==> src/rtl/riscv_pkg.sv <==
// Shared encodings for the fetch stage and control_unit: PCSrc values, NOP word, fetch FSM states.
package riscv_pkg;

    localparam logic [1:0] PCSRC_PLUS4  = 2'b00;
    localparam logic [1:0] PCSRC_TARGET = 2'b01;
    localparam logic [1:0] PCSRC_ALU    = 2'b10;
    localparam logic [1:0] PCSRC_RSVD   = 2'b11;

    // addi x0, x0, 0
    localparam logic [31:0] NOP_INSTR = 32'h0000_0013;

    typedef enum logic [1:0] {
        S_REQ  = 2'd0,
        S_WAIT = 2'd1,
        S_HOLD = 2'd2
    } fetch_state_t;

endpackage

==> src/rtl/pc_next_sel.sv <==
// Combinational next-PC selection from PCSrc; flags a misaligned branch/jal target or a reserved PCSrc.
module pc_next_sel
    import riscv_pkg::*;
(
    input  logic [31:0] pc,
    input  logic [1:0]  pcsrc,
    input  logic [31:0] immext,
    input  logic [31:0] aluresult,
    output logic [31:0] next_pc,
    output logic [31:0] pc_plus4,
    output logic        err
);

    logic [31:0] target;
    logic [31:0] alu_target;

    assign pc_plus4   = pc + 32'd4;
    assign target     = pc + immext;
    // jalr clears bit 0 architecturally; bit 1 is also dropped to keep fetches word aligned
    assign alu_target = aluresult & ~32'h3;

    always_comb begin
        next_pc = pc_plus4;
        err     = 1'b0;
        case (pcsrc)
            PCSRC_PLUS4: begin
                next_pc = pc_plus4;
            end
            PCSRC_TARGET: begin
                next_pc = {target[31:2], 2'b00};
                err     = |target[1:0];
            end
            PCSRC_ALU: begin
                next_pc = alu_target;
            end
            default: begin
                next_pc = pc_plus4;
                err     = 1'b1;
            end
        endcase
    end

endmodule

==> src/rtl/instr_fetch.sv <==
// Fetch stage: holds PC, fetches one instruction word per req/ready + rvalid exchange, and
// presents Instr/PC until the datapath consumes it, then advances PC from PCSrc.
module instr_fetch
    import riscv_pkg::*;
#(
    parameter logic [31:0] RESET_PC = 32'h0000_0000,
    parameter logic [31:0] NOP_WORD = NOP_INSTR
) (
    input  logic        clk,
    input  logic        rst_n,
    output logic        imem_req,
    output logic [31:0] imem_addr,
    input  logic        imem_ready,
    input  logic        imem_rvalid,
    input  logic [31:0] imem_rdata,
    output logic [31:0] Instr,
    output logic [31:0] PC,
    output logic [31:0] PCPlus4,
    output logic        instr_valid,
    input  logic        instr_ready,
    input  logic [1:0]  PCSrc,
    input  logic [31:0] ImmExt,
    input  logic [31:0] ALUResult,
    output logic        fetch_err,
    output logic [1:0]  fsm_state
);

    // Handshakes: a request transfers on a cycle with imem_req & imem_ready; the word returns
    // later on imem_rvalid (only honoured in S_WAIT); Instr is consumed on instr_valid & instr_ready.

    fetch_state_t state_q, state_d;
    logic [31:0]  next_pc;
    logic         sel_err;
    logic         accept;
    logic         consume;

    pc_next_sel u_pc_next_sel (
        .pc        (PC),
        .pcsrc     (PCSrc),
        .immext    (ImmExt),
        .aluresult (ALUResult),
        .next_pc   (next_pc),
        .pc_plus4  (PCPlus4),
        .err       (sel_err)
    );

    assign fsm_state = state_q;
    assign imem_addr = PC;
    assign accept    = (state_q == S_WAIT) && imem_rvalid;
    assign consume   = (state_q == S_HOLD) && instr_ready;

    always_comb begin
        state_d  = state_q;
        // gated by rst_n so no request escapes while the core is held in reset
        imem_req = (state_q == S_REQ) && rst_n;
        case (state_q)
            S_REQ:   if (imem_ready) state_d = S_WAIT;
            S_WAIT:  if (imem_rvalid) state_d = S_HOLD;
            S_HOLD:  if (instr_ready) state_d = S_REQ;
            default: state_d = S_REQ;
        endcase
    end

    always_ff @(posedge clk) begin
        if (!rst_n) begin
            state_q     <= S_REQ;
            PC          <= RESET_PC;
            Instr       <= NOP_WORD;
            instr_valid <= 1'b0;
            fetch_err   <= 1'b0;
        end else begin
            state_q <= state_d;
            if (accept) begin
                Instr       <= imem_rdata;
                instr_valid <= 1'b1;
            end
            if (consume) begin
                PC          <= next_pc;
                Instr       <= NOP_WORD;
                instr_valid <= 1'b0;
                fetch_err   <= fetch_err | sel_err;
            end
        end
    end

endmodule
==> config.mk <==
export PLATFORM = sky130hd
export DESIGN_NAME = instr_fetch
export DESIGN_NICKNAME = d
export VERILOG_FILES = /design/src/rtl/riscv_pkg.sv /design/src/rtl/pc_next_sel.sv /design/src/rtl/instr_fetch.sv
export SDC_FILE = /design/constraint.sdc
export NUM_CORES = 1
export LEC_CHECK = 0
export ABC_AREA = 1
export CORE_ASPECT_RATIO = 0.6
export CORE_MARGIN = 2
export CORE_UTILIZATION = 49
export CTS_CLUSTER_DIAMETER = 40
export DETAILED_ROUTE_END_ITERATION = 10
export HOLD_SLACK_MARGIN = 0.15
export PLACE_DENSITY = 0.88
export SETUP_SLACK_MARGIN = 0.02
export SYNTH_ARGS = -nofsm -noshare
export SYNTH_HDL_FRONTEND = slang
export SYNTH_SLANG_ARGS = --single-unit
==> constraint.sdc <==
create_clock -name clk -period 3 [get_ports clk]
set_input_delay 0.6 -clock clk [delete_from_list [all_inputs] [get_ports clk]]
set_output_delay 0.6 -clock clk [all_outputs]
set_load 0.02 [all_outputs]
=== Yosys cells after proc, flatten, opt, wreduce, memory -nomap -nowiden ===
Cells that the tools add are included.

* $lt $le $gt $ge: 0
* Reductions and logical operators: 9
* Multipliers: 0
* $add $sub $neg: 2
* Equality and inequality tests: 7
* Mux-type cells: 6
* Bitwise logic cells: 2
* Divide/modulo/power cells: 0
* Shift-type cells: 0

{| class="wikitable"
|+ Operator list
! cell !! count
|-
| $pmux W32 S2 || 1
|-
| $add A32 B3 Y32 const B || 1
|-
| $add A32 B32 Y32 || 1
|-
| $mux W2 || 3
|-
| $ne A2 B2 Y1 const B || 3
|-
| $pmux W2 S3 || 1
|-
| $reduce_or A2 Y1 || 3
|-
| $eq A2 B1 Y1 const B || 2
|-
| $eq A2 B2 Y1 const B || 2
|-
| $logic_not A2 Y1 || 2
|-
| $logic_and A1 B1 Y1 || 3
|-
| $reduce_and A3 Y1 || 1
|-
| $pmux W1 S2 || 1
|-
| $not A1 Y1 || 1
|-
| $or A1 B1 Y1 || 1
|}

* Memories: 0
* Register bits after elaboration: 68
* Input bits: 103
* Bits in latches: 0
* Memory bits (writable): 0
* ROM bits: 0

=== Longest topological paths before layout ===
* Depth after elaboration: 4
* Depth in mapped cells: 14
* Mapped depth without buffers: 14

=== Hierarchy ===
Synthesis repeated with hierarchy kept, for this count alone.

* Cells, all modules: 1131
* Area, all modules: 6810.3 µm²

{| class="wikitable"
|+ By module, submodules not included
! module !! seq. area each (µm²) !! cells an instance !! area an instance (µm²) !! instances
|-
| pc_next_sel || 0.0 || 785 || 3891.2 || 1
|-
| instr_fetch || 1361.3 || 346 || 2919.0 || 1
|}

=== Worst setup path before layout ===
Ideal clock, no wire load.

* Path kind: reg-to-output
* Start point: register PC[3]
* End point: output port PCPlus4[20]
* Setup slack: 0.706 ns
* Required time: 2.400 ns
* Arrival: 1.694 ns
* Path buffers: 0
* Stages on the path, launching flop included: 9
* Cell sequence: dfxtp_1 -> ha_1 -> nand2_1 -> nor2_4 -> nand2_4 -> nor2_4 -> nand2_4 -> nor2_4 -> xor2_2

* Word-level cells in the longest chain between the ends: 1

{| class="wikitable"
|+ Ends and longest elaborated chain
! what !! line !! source
|-
| start, declared || instr_fetch.sv:17 || <nowiki>output logic [31:0] PC,</nowiki>
|-
| start signal, assigned || instr_fetch.sv:78 || <nowiki>PC <= next_pc;</nowiki>
|-
| $add A32 B3 Y32 || pc_next_sel.sv:17 || <nowiki>assign pc_plus4 = pc + 32'd4;</nowiki>
|-
| end, declared || instr_fetch.sv:18 || <nowiki>output logic [31:0] PCPlus4,</nowiki>
|}

Every way passes these cells.

=== Worst setup path after layout ===
* Start point: register PC[12]
* End point: output port PCPlus4[31]

The elaborated chain is that of the path after synthesis.

==> run summary <==
================================================================================
Post-DP Area                                                          8540 sq um
Final standard cell count with taps included and fillers excluded           1428
GPL Wtd Cong                                                                1.02
Netlist area before placement                                         6160 sq um
Critical Path, Cell by Cell                                         nand2_1 > nor3_4 > nand2_1 > nor2_2 > nand2_1 > xnor2_2 > dlygate4sd2_1
Buffer levels on the longest clock path                                        2
Seq cells post-synth                                                          66
Number of remaining DRC errors                                                 0
Syn-to-layout area delta                                                   44.3%
Setup Viol. Count Final                                                        0
Number of antenna repair diodes                                                0
Worst Path Required                                                      2400 ps
Average cell area after synthesis                                     5.94 sq um
Final-layout setup total negative slack                                     0 ps
Slew Limit Fails                                                               0
Syn. warnings                                                                  0
Total congestion overflow                                                      0
Sequential fraction of the synthesis area                                  0.215
1st-iter DRT viols                                                           951
Critical path launch point type                                         register
Time the final worst path needs with I/O delays and setup                2910 ps
WHS                                                                       455 ps
Hold Violations, Final                                                         0
Non-Filler Cell Area, Final                                           8890 sq um
CP bufs+invs                                                                   1
Largest stage delay on the critical path                                  460 ps
Area occupied by multi-input gates                                    4010 sq um
Power, Total                                                             2.72 mW
CTS Sinks                                                                     66
Unrepaired setup endpoints after global routing                            false
Slowest stage cell, crit path                                            dfxtp_1
Via/cell ratio                                                              5.48
Worst slew margin relative to its limit                                    0.576
Endpoint type of the worst setup path                               primary output
Number of synthesized flops with an enable pin                                 0
Clock tree from TritonCTS                                                    yes
Data arrival, critical path                                              2310 ps
Sequential standard cell area                                         1330 sq um
Commonest register cell after synthesis                                  dfxtp_1
Number of rows in the core area                                               31
Slew of the pin with the lowest slew margin                               635 ps
Top-level I/O count                                                          236
Antenna-violating nets left                                                    0
Die Footprint                                                        13500 sq um
Post-synthesis cell count                                                   1037
Total Nets Final                                                            1395
Initial core utilization                                                   0.507
Worst-case vdd ir drop                                                0.000212 V
Initial antenna violation count                                                0
Class of the tightest hold or removal check                         register to register
Ys async rst share                                                             0
Total power per unit cell area                                       306 nW/um^2
Buffer type at the clock tree root                                     clkbuf_16
Critical path peak fanout                                                      4
Vias in the first global route                                              7117
Maximum clock frequency                                                0.344 GHz
Number of H-tree branching levels                                              3
Worst-Skew Late Latency                                                   340 ps
Post-Route Skew                                                          12.9 ps
Leakage power total                                                      4.31 nW
Placed Cells incl. Taps                                                     1410
Core region area                                                     12100 sq um
Commonest cells in the synthesized netlist                          366 x nand2_1, 122 x inv_1, 93 x a21oi_1
Die outline width                                                    149 microns
Number of I/O port buffers                                                   227
Unique masters post-synth                                                     44
Maximum Capacitance Violations                                                 0
Fraction of synthesized cell area taken by the top area cell type          0.223
Number of iterations in the first detailed-routing pass                        6
Layout cells sized above 1                                                0.0887
Gr usage total                                                             0.372
Filler cell count in the final layout                                       1054
Vertical die dimension                                              90.8 microns
Number of buffers added by the clock tree synthesis step                       9
Clk slew on worst S/H paths                                                70 ps
Worst setup path class                                              register to primary output
Total detailed-routing wirelength                                   25500 microns
Status                                                              finished, final reports clean
Average wire per cell in the routed design                          17.9 microns
Detailed Place HPWL                                                 20200 microns
Total via count after detailed routing                                      7822
Worst path top cell family by delay                                 simple AND/OR/NAND/NOR gates
Final worst path period share                                              0.970
Largest area contributor in the synthesized netlist                      nand2_1
Most repeated library cell on the critical path                          nand2_1
Maximum number of pins on one net before global-route repair                  34
Synth area leaders                                                  nand2_1 22%, dfxtp_1 21%, a21oi_1 7.6%
Dominant cell by count in the synthesized netlist                        nand2_1
Wire length of the first global-routing pass                        38700 microns
================================================================================
## worst register-to-register path, delay by kind of cell, from the launching register on
family / cells / cell delay, ps
buffers and inverters: 2 / 350
adders and majority gates: 1 / 340
DFF: 1 / 360
and+or+nand+nor: 7 / 900
AOI/OAI and AO/OA: 3 / 390
## flip-flops by register name (all words and copies together), names as in the netlist
signal       cells
PC              30
fetch_err        1
Instr           32
fsm_state        2
instr_valid      1
## logic make-up after synthesis
| logic type | count (synthesis) | share of synthesized area |
|---|---|---|
| AOI/OAI and AO/OA | 164 | 0.146 |
| xor gates and xnor gates | 24 | 0.0366 |
| adders and majority gates | 34 | 0.0691 |
| buffers and inverters | 195 | 0.145 |
| DFF | 66 | 0.215 |
| other | 1 | 0.000609 |
| and+or+nand+nor | 553 | 0.387 |
## cells in the final DEF (no fill, tap or decap), types with 3 or more instances in the layout
cell type	count
o21ai_1	13
xor2_1	15
nor3_4	4
dfxtp_1	62
o21ai_0	28
clkdlybuf4s50_1	204
nor3_1	13
a21oi_1	93
o211ai_1	11
clkbuf_16	9
o21ai_2	3
xnor2_1	5
conb_1	7
clkinv_1	3
inv_2	8
nor2_1	68
nand3_1	52
buf_4	38
nor3_2	6
nor2_2	4
inv_1	122
xor2_2	3
dfxtp_2	4
nor2_4	6
o21bai_1	10
nand4_1	14
ha_1	33
nand2_1	366
or2_2	4
dlygate4sd2_1	20
nand2_2	6
## per-stage QoR
stage / setup WS (ps) / util
floorplan: 706 / -
global placement: 222 / 0.704
detailed placement: 174 / 0.704
CTS: 25.8 / 0.731
global route: 13.7 / 0.732
finish: 91.4 / 0.732
## where the power goes
| group | leakage [nW] | internal [mW] | switching (mW) |
|---|---|---|---|
| sequential | 0.537 | 0.906 | 0.0245 |
| combinational | 3.63 | 0.299 | 0.379 |
| clock | 0.149 | 0.668 | 0.444 |
## layout make-up
| class | instances | area share |
|---|---|---|
| Sequential cell | 66 | 0.149 |
| Timing Repair Buffer | 265 | 0.285 |
| Clock inverter | 6 | 0.00732 |
| Inverter | 134 | 0.0569 |
| Multi-Input combinational cell | 782 | 0.451 |
| Clock buffer | 10 | 0.0269 |
| Tap cell | 165 | 0.0232 |
## path summary, 6_finish.rpt
kind	end	slack, ps	cells after the start	start
worst max-delay path	PCPlus4[31]	90	7	PC[12]
worst min-delay path	fetch_err	450	2	fetch_err
worst max register to register	PC[15]	590	13	PC[4]
worst min register to register	fetch_err	450	2	fetch_err
## layer usage
metal | global-route usage | up-vias | routed length (microns) | share of wire
li1 | - | 3713 | - | -
met1 | 0.551 | 3540 | 11400 | 0.45
met2 | 0.531 | 531 | 10100 | 0.39
met3 | 0.108 | 38 | 3750 | 0.15
met4 | 0.0746 | 0 | 366 | 0.014
met5 | 0 | - | 0 | 0
## repair_timing
action,in CTS,in global routing
setup endpoints to repair,22,12
pin swaps,1,1
buffers inserted,1,1
hold endpoints to repair,0,0
hold buffers,0,0
gates resized for setup,30,8
No activity file was read; power rests on OpenSTA's default activity.
